`src/rtl/tv_pkg.sv`:
```
// tv_pkg: shared state encoding, default widths and vector layout for the
// test-vector runner.
package tv_pkg;
    localparam int IN_W_DEF  = 3;
    localparam int OUT_W_DEF = 1;
    localparam int DEPTH_DEF = 16;
    localparam int ERR_W_DEF = 16;

    typedef enum logic [1:0] {IDLE, RUN, DONE} state_t;

    typedef struct packed {
        logic [IN_W_DEF-1:0]  in;
        logic [OUT_W_DEF-1:0] exp;
    } vector_t;
endpackage

```
`src/rtl/tv_ram.sv`:
```
// tv_ram: vector store with synchronous write and asynchronous read.
module tv_ram import tv_pkg::*; #(
    parameter int DW    = IN_W_DEF + OUT_W_DEF,
    parameter int DEPTH = DEPTH_DEF,
    localparam int AW   = $clog2(DEPTH)
) (
    input  logic          clk,
    input  logic          we,
    input  logic [AW-1:0] wa,
    input  logic [DW-1:0] wd,
    input  logic [AW-1:0] ra,
    output logic [DW-1:0] rd
);
    logic [DW-1:0] mem [DEPTH];

    always_ff @(posedge clk) begin
        if (we) mem[wa] <= wd;
    end

    assign rd = mem[ra];
endmodule

```
`src/rtl/tv_runner.sv`:
```
// tv_runner: drives stored vectors into a combinational DUT one per cycle,
// compares its response and records mismatch statistics.
module tv_runner import tv_pkg::*; #(
    parameter int IN_W  = IN_W_DEF,
    parameter int OUT_W = OUT_W_DEF,
    parameter int DEPTH = DEPTH_DEF,
    parameter int ERR_W = ERR_W_DEF,
    localparam int AW   = $clog2(DEPTH)
) (
    input  logic                  clk,
    input  logic                  reset,
    input  logic                  wr_en,
    input  logic [AW-1:0]         wr_addr,
    input  logic [IN_W+OUT_W-1:0] wr_data,
    input  logic [AW:0]           num_vec,
    input  logic                  start,
    input  logic                  hold,
    output logic [IN_W-1:0]       dut_in,
    input  logic [OUT_W-1:0]      dut_out,
    output logic                  busy,
    output logic                  done,
    output logic                  mismatch,
    output logic [ERR_W-1:0]      errors,
    output logic [AW-1:0]         first_err_idx,
    output logic                  err_seen,
    output logic [AW-1:0]         vec_idx
);
    localparam int VW = IN_W + OUT_W;
    localparam logic [AW:0] DEPTH_N = (AW+1)'(DEPTH);

    state_t           state_q, state_d;
    logic [IN_W-1:0]  dut_in_q, dut_in_d;
    logic [OUT_W-1:0] exp_q, exp_d;
    logic [AW:0]      n_q, n_d;
    logic [AW-1:0]    vec_idx_q, vec_idx_d;
    logic [ERR_W-1:0] errors_q, errors_d;
    logic [AW-1:0]    first_q, first_d;
    logic             err_seen_q, err_seen_d;
    logic             mismatch_q, mismatch_d;

    logic [AW-1:0] rd_addr;
    logic [VW-1:0] rd_data;
    logic [AW:0]   n_clamp;
    logic          last;

    // In RUN the read port looks one vector ahead; otherwise it presents entry 0 for a start.
    assign rd_addr = (state_q == RUN) ? vec_idx_q + AW'(1) : '0;
    assign n_clamp = (num_vec > DEPTH_N) ? DEPTH_N : num_vec;
    assign last    = {1'b0, vec_idx_q} == n_q - (AW+1)'(1);

    tv_ram #(.DW(VW), .DEPTH(DEPTH)) u_ram (
        .clk (clk),
        .we  (wr_en && state_q != RUN),
        .wa  (wr_addr),
        .wd  (wr_data),
        .ra  (rd_addr),
        .rd  (rd_data)
    );

    always_comb begin
        state_d    = state_q;
        dut_in_d   = dut_in_q;
        exp_d      = exp_q;
        n_d        = n_q;
        vec_idx_d  = vec_idx_q;
        errors_d   = errors_q;
        first_d    = first_q;
        err_seen_d = err_seen_q;
        mismatch_d = 1'b0;
        if (state_q == RUN) begin
            if (!hold) begin
                if (dut_out != exp_q) begin
                    mismatch_d = 1'b1;
                    errors_d   = &errors_q ? errors_q : errors_q + ERR_W'(1);
                    if (!err_seen_q) begin
                        first_d    = vec_idx_q;
                        err_seen_d = 1'b1;
                    end
                end
                if (last) begin
                    state_d = DONE;
                end else begin
                    vec_idx_d = vec_idx_q + AW'(1);
                    dut_in_d  = rd_data[VW-1:OUT_W];
                    exp_d     = rd_data[OUT_W-1:0];
                end
            end
        end else if (start) begin
            errors_d   = '0;
            err_seen_d = 1'b0;
            first_d    = '0;
            n_d        = n_clamp;
            if (n_clamp == '0) begin
                state_d = DONE;
            end else begin
                dut_in_d  = rd_data[VW-1:OUT_W];
                exp_d     = rd_data[OUT_W-1:0];
                vec_idx_d = '0;
                state_d   = RUN;
            end
        end
    end

    always_ff @(posedge clk or posedge reset) begin
        if (reset) begin
            state_q    <= IDLE;
            dut_in_q   <= '0;
            exp_q      <= '0;
            n_q        <= '0;
            vec_idx_q  <= '0;
            errors_q   <= '0;
            first_q    <= '0;
            err_seen_q <= 1'b0;
            mismatch_q <= 1'b0;
        end else begin
            state_q    <= state_d;
            dut_in_q   <= dut_in_d;
            exp_q      <= exp_d;
            n_q        <= n_d;
            vec_idx_q  <= vec_idx_d;
            errors_q   <= errors_d;
            first_q    <= first_d;
            err_seen_q <= err_seen_d;
            mismatch_q <= mismatch_d;
        end
    end

    assign dut_in        = dut_in_q;
    assign busy          = state_q == RUN;
    assign done          = state_q == DONE;
    assign mismatch      = mismatch_q;
    assign errors        = errors_q;
    assign first_err_idx = first_q;
    assign err_seen      = err_seen_q;
    assign vec_idx       = vec_idx_q;
endmodule

```
`config.mk`:
```
export PLATFORM = sky130hd
export DESIGN_NAME = tv_runner
export DESIGN_NICKNAME = d
export VERILOG_FILES = /design/src/rtl/tv_pkg.sv /design/src/rtl/tv_ram.sv /design/src/rtl/tv_runner.sv
export SDC_FILE = /design/constraint.sdc
export NUM_CORES = 1
export LEC_CHECK = 0
export ABC_CLOCK_PERIOD_IN_PS = 5150
export BUFFER_PORTS_ARGS = -buffer_cell sky130_fd_sc_hd__buf_2
export CORE_MARGIN = 4
export CORE_UTILIZATION = 60
export DETAILED_ROUTE_END_ITERATION = 7
export PLACE_DENSITY_LB_ADDON = 0.1
export SYNTH_ARGS = -nofsm -noshare
export SYNTH_HDL_FRONTEND = slang
export SYNTH_HIERARCHICAL = 1
export SYNTH_SLANG_ARGS = --single-unit
```
`constraint.sdc`:
```
create_clock -name clk -period 5.15 [get_ports clk]
set_input_delay 0.7725 -clock clk [delete_from_list [all_inputs] [get_ports clk]]
set_output_delay 0.7725 -clock clk [all_outputs]
set_load 0.02 [all_outputs]
```
Yosys cells after proc, flatten, opt, wreduce, memory -nomap -nowiden
Memories as Yosys holds them, arrays and structs flattened.
Cells that the tools add are included.
W data, S select, Z words.
{"block": "classes", "addsub": 3, "n_mux": 41, "eq_ne": 12, "bitwise": 1, "reduce_logical": 10, "n_lt_le_gt_ge": 1}
{"cell": "$mux W16", "n": 5}
{"cell": "$mux W4", "n": 11}
{"cell": "$add A16 B1 Y16 const B", "n": 1}
{"cell": "$reduce_and A16 Y1", "n": 1}
{"cell": "$mux W3", "n": 5}
{"cell": "$mux W1", "n": 14}
{"cell": "$reduce_and A4 Y1", "n": 3}
{"cell": "$mux W2", "n": 5}
{"cell": "$ne A2 B2 Y1 const B", "n": 5}
{"cell": "$ne A2 B1 Y1 const B", "n": 3}
{"cell": "$reduce_and A3 Y1", "n": 2}
{"cell": "$eq A4 B5 Y1", "n": 1}
{"cell": "$gt A5 B5 Y1 const B", "n": 1}
{"cell": "$logic_not A5 Y1", "n": 1}
{"cell": "$mux W5", "n": 1}
{"cell": "$sub A5 B1 Y5 const B", "n": 1}
{"cell": "$add A4 B1 Y4 const B", "n": 1}
{"cell": "$eq A2 B1 Y1 const B", "n": 1}
{"cell": "$eq A2 B2 Y1 const B", "n": 1}
{"cell": "$reduce_and A2 Y1", "n": 1}
{"cell": "$reduce_bool A2 Y1", "n": 1}
{"cell": "$logic_and A1 B1 Y1", "n": 1}
{"cell": "$ne A1 B1 Y1", "n": 1}
{"cell": "$not A1 Y1", "n": 1}
{"block": "totals", "out_inout_bits": 31, "ff_bits": 37, "inputBits": 19, "word_cells": 78, "mem_count": 1, "ramBits": 64}
{"memory": "u_ram.mem", "depth": 16, "word_bits": 4, "read_ports": 1, "rd_ports_with_merged_regs": 0, "wr": 1, "line_no": "tv_ram.sv:14", "source": "logic [DW-1:0] mem [DEPTH];"}

Longest topological paths before layout
{"block": "depth", "word_depth": 6, "mapped_depth": 9}

Modules after synthesis
The synthesis kept the hierarchy.
{"module": "tv_ram", "seq_area_each_um2": 1921.8, "area_per_inst_um2": 2586.2, "n_inst": 1, "cells_each": 126}
{"module": "tv_runner", "seq_area_each_um2": 925.9, "area_per_inst_um2": 2005.7, "n_inst": 1, "cells_each": 201}

Worst setup path after synthesis
Ideal clock, no wire load.
{"block": "synth_timing", "path_type": "register -> register", "start": "register state_q[1]", "end": "register dut_in_q[0], in the netlist dut_in[0]", "arrival_ns": 2.177, "stages_incl_launch_ff": 10, "t_required_ns": 5.025, "slack_ns": 2.848, "synth_period_minus_slack_ns": 2.302, "cell_sequence": "dfrtp_1 > or2b_1 > clkbuf_1 > nor2_1 > buf_6 > buf_12 > mux4_2 > a22oi_1 > nand3_1 > mux2_4"}
{"block": "synth_via", "elab_chain_cells": 6, "elab_cells_between_ends": 13}
{"item": "from (decl)", "line_no": "tv_runner.sv:31", "source": "state_t state_q, state_d;"}
{"item": "from (signal assigned)", "line_no": "tv_runner.sv:116", "source": "state_q <= state_d;"}
{"item": "$eq A2 B1 Y1 *", "line_no": "tv_runner.sv:47", "source": "assign rd_addr = (state_q == RUN) ? vec_idx_q + AW'(1) : '0;"}
{"item": "$mux W4 *", "line_no": "tv_runner.sv:47"}
{"item": "named net rd_addr[0]", "line_no": "tv_runner.sv:41", "source": "logic [AW-1:0] rd_addr;"}
{"item": "$mem_v2 Z16 W4 *"}
{"item": "named net rd_data[1]", "line_no": "tv_runner.sv:42", "source": "logic [VW-1:0] rd_data;"}
{"item": "$mux W3, on equally long branches", "line_no": "tv_runner.sv:93, tv_runner.sv:80"}
{"item": "$mux W3, on equally long branches", "line_no": "tv_runner.sv:88, tv_runner.sv:71"}
{"item": "$mux W3 *", "line_no": "tv_runner.sv:70", "source": "if (state_q == RUN) begin"}
{"item": "to (signal assigned)", "line_no": "tv_runner.sv:117", "source": "dut_in_q <= dut_in_d;"}
{"item": "to (decl)", "line_no": "tv_runner.sv:32", "source": "logic [IN_W-1:0] dut_in_q, dut_in_d;"}
The timed path passes the listed nets; every way through them passes the cells marked *. The select of a mux whose other input is x is not followed.
A chain may end at the register's enable or synchronous reset.

Worst setup path after layout
{"block": "layout_timing", "start": "register state_q[1]", "end": "register exp_q"}
{"block": "layout_via", "elab_chain_cells": 6, "elab_cells_between_ends": 13}
{"item": "$eq A2 B1 Y1 *", "line_no": "tv_runner.sv:47"}
{"item": "$mux W4 *", "line_no": "tv_runner.sv:47"}
{"item": "named net rd_addr[1]", "line_no": "tv_runner.sv:41"}
{"item": "$mem_v2 Z16 W4 *"}
{"item": "named net rd_data[0]", "line_no": "tv_runner.sv:42"}
{"item": "$mux W1, on equally long branches", "line_no": "tv_runner.sv:93, tv_runner.sv:80"}
{"item": "$mux W1, on equally long branches", "line_no": "tv_runner.sv:88, tv_runner.sv:71"}
{"item": "$mux W1 *", "line_no": "tv_runner.sv:70"}
{"item": "to (signal assigned)", "line_no": "tv_runner.sv:118", "source": "exp_q <= exp_d;"}
{"item": "to (decl)", "line_no": "tv_runner.sv:33", "source": "logic [OUT_W-1:0] exp_q, exp_d;"}
Marks and branches as above.

==> qor.txt <==
share of layout cells above drive strength 1: 20.9%
post-layout minimum cycle time: 2.83 ns
worst setup slack after layout: 2.32 ns
max-cap violations: 0
count of placed standard cells including taps: 471
CTS tree: done
largest stage delay on the critical path: 0.91 ns
mean post-synth cell area: 14.0 um^2
most used cells in the layout excluding fill and tap cells: sky130_fd_sc_hd__edfxtp_1 (64), sky130_fd_sc_hd__buf_2 (49), sky130_fd_sc_hd__dfrtp_1 (37), sky130_fd_sc_hd__nor2_1 (34), sky130_fd_sc_hd__nand2_1 (27)
post-cts hold buffer count: 0
Worst Skew: 0.0155 ns
count of non-filler cells in the finished layout: 487
ratio of final minimum period to clock period: 54.9%
DIE AREA: 9120 um^2
Top Ports: 50
Sequential Area: 2850 um^2
Chip Height: 95.5 um
number of rows in the core area: 31
post-CTS sizing: 0
Die Span X: 95.5 um
IO Port Bufs: 49
Main synth FF type: sky130_fd_sc_hd__edfxtp_1
Setup Total Neg Slack: 0 ns
final slew viol count: 0
switching part of the total: 36.7%
category of the worst setup path capture point: register
Logic pwr share: 40.7%
first-pass GRT wire length: 14,400 um
Clk pin slew, worst setup/hold paths: 0.11 ns
multi-input combinational cell area: 1660 um^2
overall power: 2.54 mW
Net Count, Synth: 349
gr usage total: 21.4%
Leak: 1.99 nW
fill cell instance count of the final layout: 512
clock net sink count: 101
Residual DRC: 0
number of synthesized flops with an enable pin: 64
setup repair after global routing missed its margin: false
area fraction of the dominant cell type after synthesis: 41.9%
wire per inst: 18.3 um
CTS H-Tree Depth: 3
worst-case headroom to the max-slew limit: 23.8%
switching power summed over all nets: 935 uW
Max FO, Critical Path: 16
largest area contributor in the synthesized netlist: sky130_fd_sc_hd__edfxtp_1
Critical Path AT: 3.07 ns
area grow syn2layout: 11.3%
DP Area: 4930 um^2
Warnings, synthesis: 6
clock share of power: 18.0%
Via density: 6.04
source-to-sink clock delay at the later pin of the worst-skew pair: 0.37 ns
Peak supply drop: 0.000244 V
drt total wl: 8910 um
endpoints failing hold: 0
sequential-to-total area share from yosys stat: 62.0%
leading post-synthesis cells by cell area: sky130_fd_sc_hd__edfxtp_1 (42%), sky130_fd_sc_hd__dfrtp_1 (20%), sky130_fd_sc_hd__mux4_1 (8.0%), sky130_fd_sc_hd__nor2_1 (2.8%), sky130_fd_sc_hd__nand2_1 (2.2%)
Worst Hold Class: input port to asynchronous set/reset pin
measured slew at the worst slew-check pin: 1.14 ns
required arrival time at the worst endpoint: 5.40 ns
internal power component: 1.61 mW
Layout Cell Area excl Fill: 5110 um^2
flops & latches, synth: 101
Post-CTS Setup Repair Bufs: 0
setup violation total in the final timing report: 0
final standard cell utilization of the core: 69.7%
fmax: 0.354 GHz
count of vias placed by the detailed router: 2,941
vias in the first global route: 2,733
sort of element at the start of the critical path: register
worst-path cell chain: or2b_1 > nor2_1 > mux4_1 > a22oi_1 > nand3_1 > mux2_4
Core Box Area: 7330 um^2
pwr/cell area: 498 nW/um^2
remaining antenna violation count: 0
antenna violations before repair: 0
grt ovf: 0
fraction of power consumed by sequential logic: 41.4%
drt pass-1 iters: 5
final net count: 405
violation count after the first detailed-routing iteration: 164
worst hold margin: 0.498 ns
Placer Congestion: 0.799
count of distinct cell types in the synthesized netlist: 52
Initial Utilization: 62.6%
Bufs on Longest Clock Path: 2
Setup Slack @ Placement: 2.30 ns
cell with the largest stage delay on the worst path: sky130_fd_sc_hd__nor2_1
Inserted Diodes: 0
post-DP HPWL: 6500 um
number of buffers created by CTS: 9
async set-or-reset flop fraction in the synthesized netlist: 36.6%
CTS root buf: sky130_fd_sc_hd__clkbuf_8
count of mapped cells out of synthesis: 327
cell area after technology mapping: 4590 um^2
CP Class: register to register
result of the run: complete, no violations
largest net degree at the start of global routing: 38
commonest non-fill, non-tap cell in the layout: sky130_fd_sc_hd__edfxtp_1
state kept, by name (all words and copies together), names as in the netlist:
register / cells
err_seen: 1
exp_q: 1
first_err_idx: 4
u_ram/mem: 64
state_q: 2
n_q: 5
vec_idx: 4
mismatch: 1
errors: 16
dut_in: 3
synthesized netlist by cell type, types with 2 or more instances:
cell type / instances
sky130_fd_sc_hd__edfxtp_1: 64
sky130_fd_sc_hd__dfrtp_1: 37
sky130_fd_sc_hd__nor2_1: 34
sky130_fd_sc_hd__nand2_1: 27
sky130_fd_sc_hd__nand3_1: 15
sky130_fd_sc_hd__mux4_1: 14
sky130_fd_sc_hd__nor3_1: 12
sky130_fd_sc_hd__o21ai_0: 12
sky130_fd_sc_hd__inv_1: 9
sky130_fd_sc_hd__xnor2_1: 9
sky130_fd_sc_hd__nand2b_1: 7
sky130_fd_sc_hd__xor2_1: 7
sky130_fd_sc_hd__a21oi_1: 6
sky130_fd_sc_hd__a22oi_1: 5
sky130_fd_sc_hd__o211ai_1: 5
sky130_fd_sc_hd__a22o_1: 4
sky130_fd_sc_hd__mux2_4: 4
sky130_fd_sc_hd__nand3b_1: 4
sky130_fd_sc_hd__nand4_1: 4
sky130_fd_sc_hd__nor2b_1: 4
sky130_fd_sc_hd__clkbuf_1: 3
sky130_fd_sc_hd__ha_1: 3
sky130_fd_sc_hd__or3_1: 3
sky130_fd_sc_hd__and2_1: 2
sky130_fd_sc_hd__mux2i_1: 2
sky130_fd_sc_hd__mux4_2: 2
sky130_fd_sc_hd__nor4_1: 2
sky130_fd_sc_hd__o21a_1: 2
sky130_fd_sc_hd__o311ai_0: 2
layout make-up:
class                   instances  area share, %
clock buffers                   9           2.42
clock inverters                 7           1.13
inverters                       9          0.661
multi-input cells             210           32.4
flip-flops and latches        101           55.7
well taps                      99           2.42
repair buffers                 52           5.24
metal layers:
layer	share of wire (%)	vias up	wire, um	global-route usage, %
met1	43	1479	3800	28.4
met2	50	95	4450	35.7
met3	6.1	9	540	3.63
met4	1.4	0	123	7.46
met5	0	-	0	0
li1	-	1358	-	-
critical path, delay by kind of cell (launching register included):
family	cells	cell delay, ns
AOI/OAI and AO/OA	1	0.20
muxes	2	0.68
DFF	1	0.43
and+or+nand+nor	3	1.40
path summary, 6_finish.rpt:
kind	from	to	slack, ns	cells past startpoint
worst max-delay path	state_q[1]$_DFFE_PP0P_	exp_q$_DFFE_PP0P_	2.32	6
worst min-delay path	reset	vec_idx[3]$_DFFE_PP0P_	0.50	3
worst max register to register	state_q[1]$_DFFE_PP0P_	exp_q$_DFFE_PP0P_	2.32	6
worst min register to register	first_err_idx[2]$_DFFE_PP0P_	first_err_idx[2]$_DFFE_PP0P_	0.51	1
max in group asynchronous	reset	exp_q$_DFFE_PP0P_	4.31	3
min in group clk	first_err_idx[2]$_DFFE_PP0P_	first_err_idx[2]$_DFFE_PP0P_	0.51	1
power by group through the flow:
stage | logic, mW | registers, mW | clock network, mW
2_1_floorplan | 0.779 | 1.11 | 0
3_5_place_dp | 1.04 | 1.07 | 0
5_1_grt | 1.13 | 1.06 | 0.502
3_3_place_gp | 1.01 | 1.06 | 0
6_report | 1.03 | 1.05 | 0.457
4_1_cts | 1.04 | 1.05 | 0.468
cell families after synthesis:
kind of cell             count (synthesis)  share of synthesized area (%)
AND/OR/NAND/NOR                        125                           13.9
flip-flops                             101                           62.0
AO/OA/AOI/OAI                           44                           7.58
multiplexers                            22                           10.7
XOR/XNOR                                16                           3.05
buffers and inverters                   16                           1.93
adder cells (fa/ha/maj)                  3                          0.818
No activity file was read; power rests on OpenSTA's default activity.
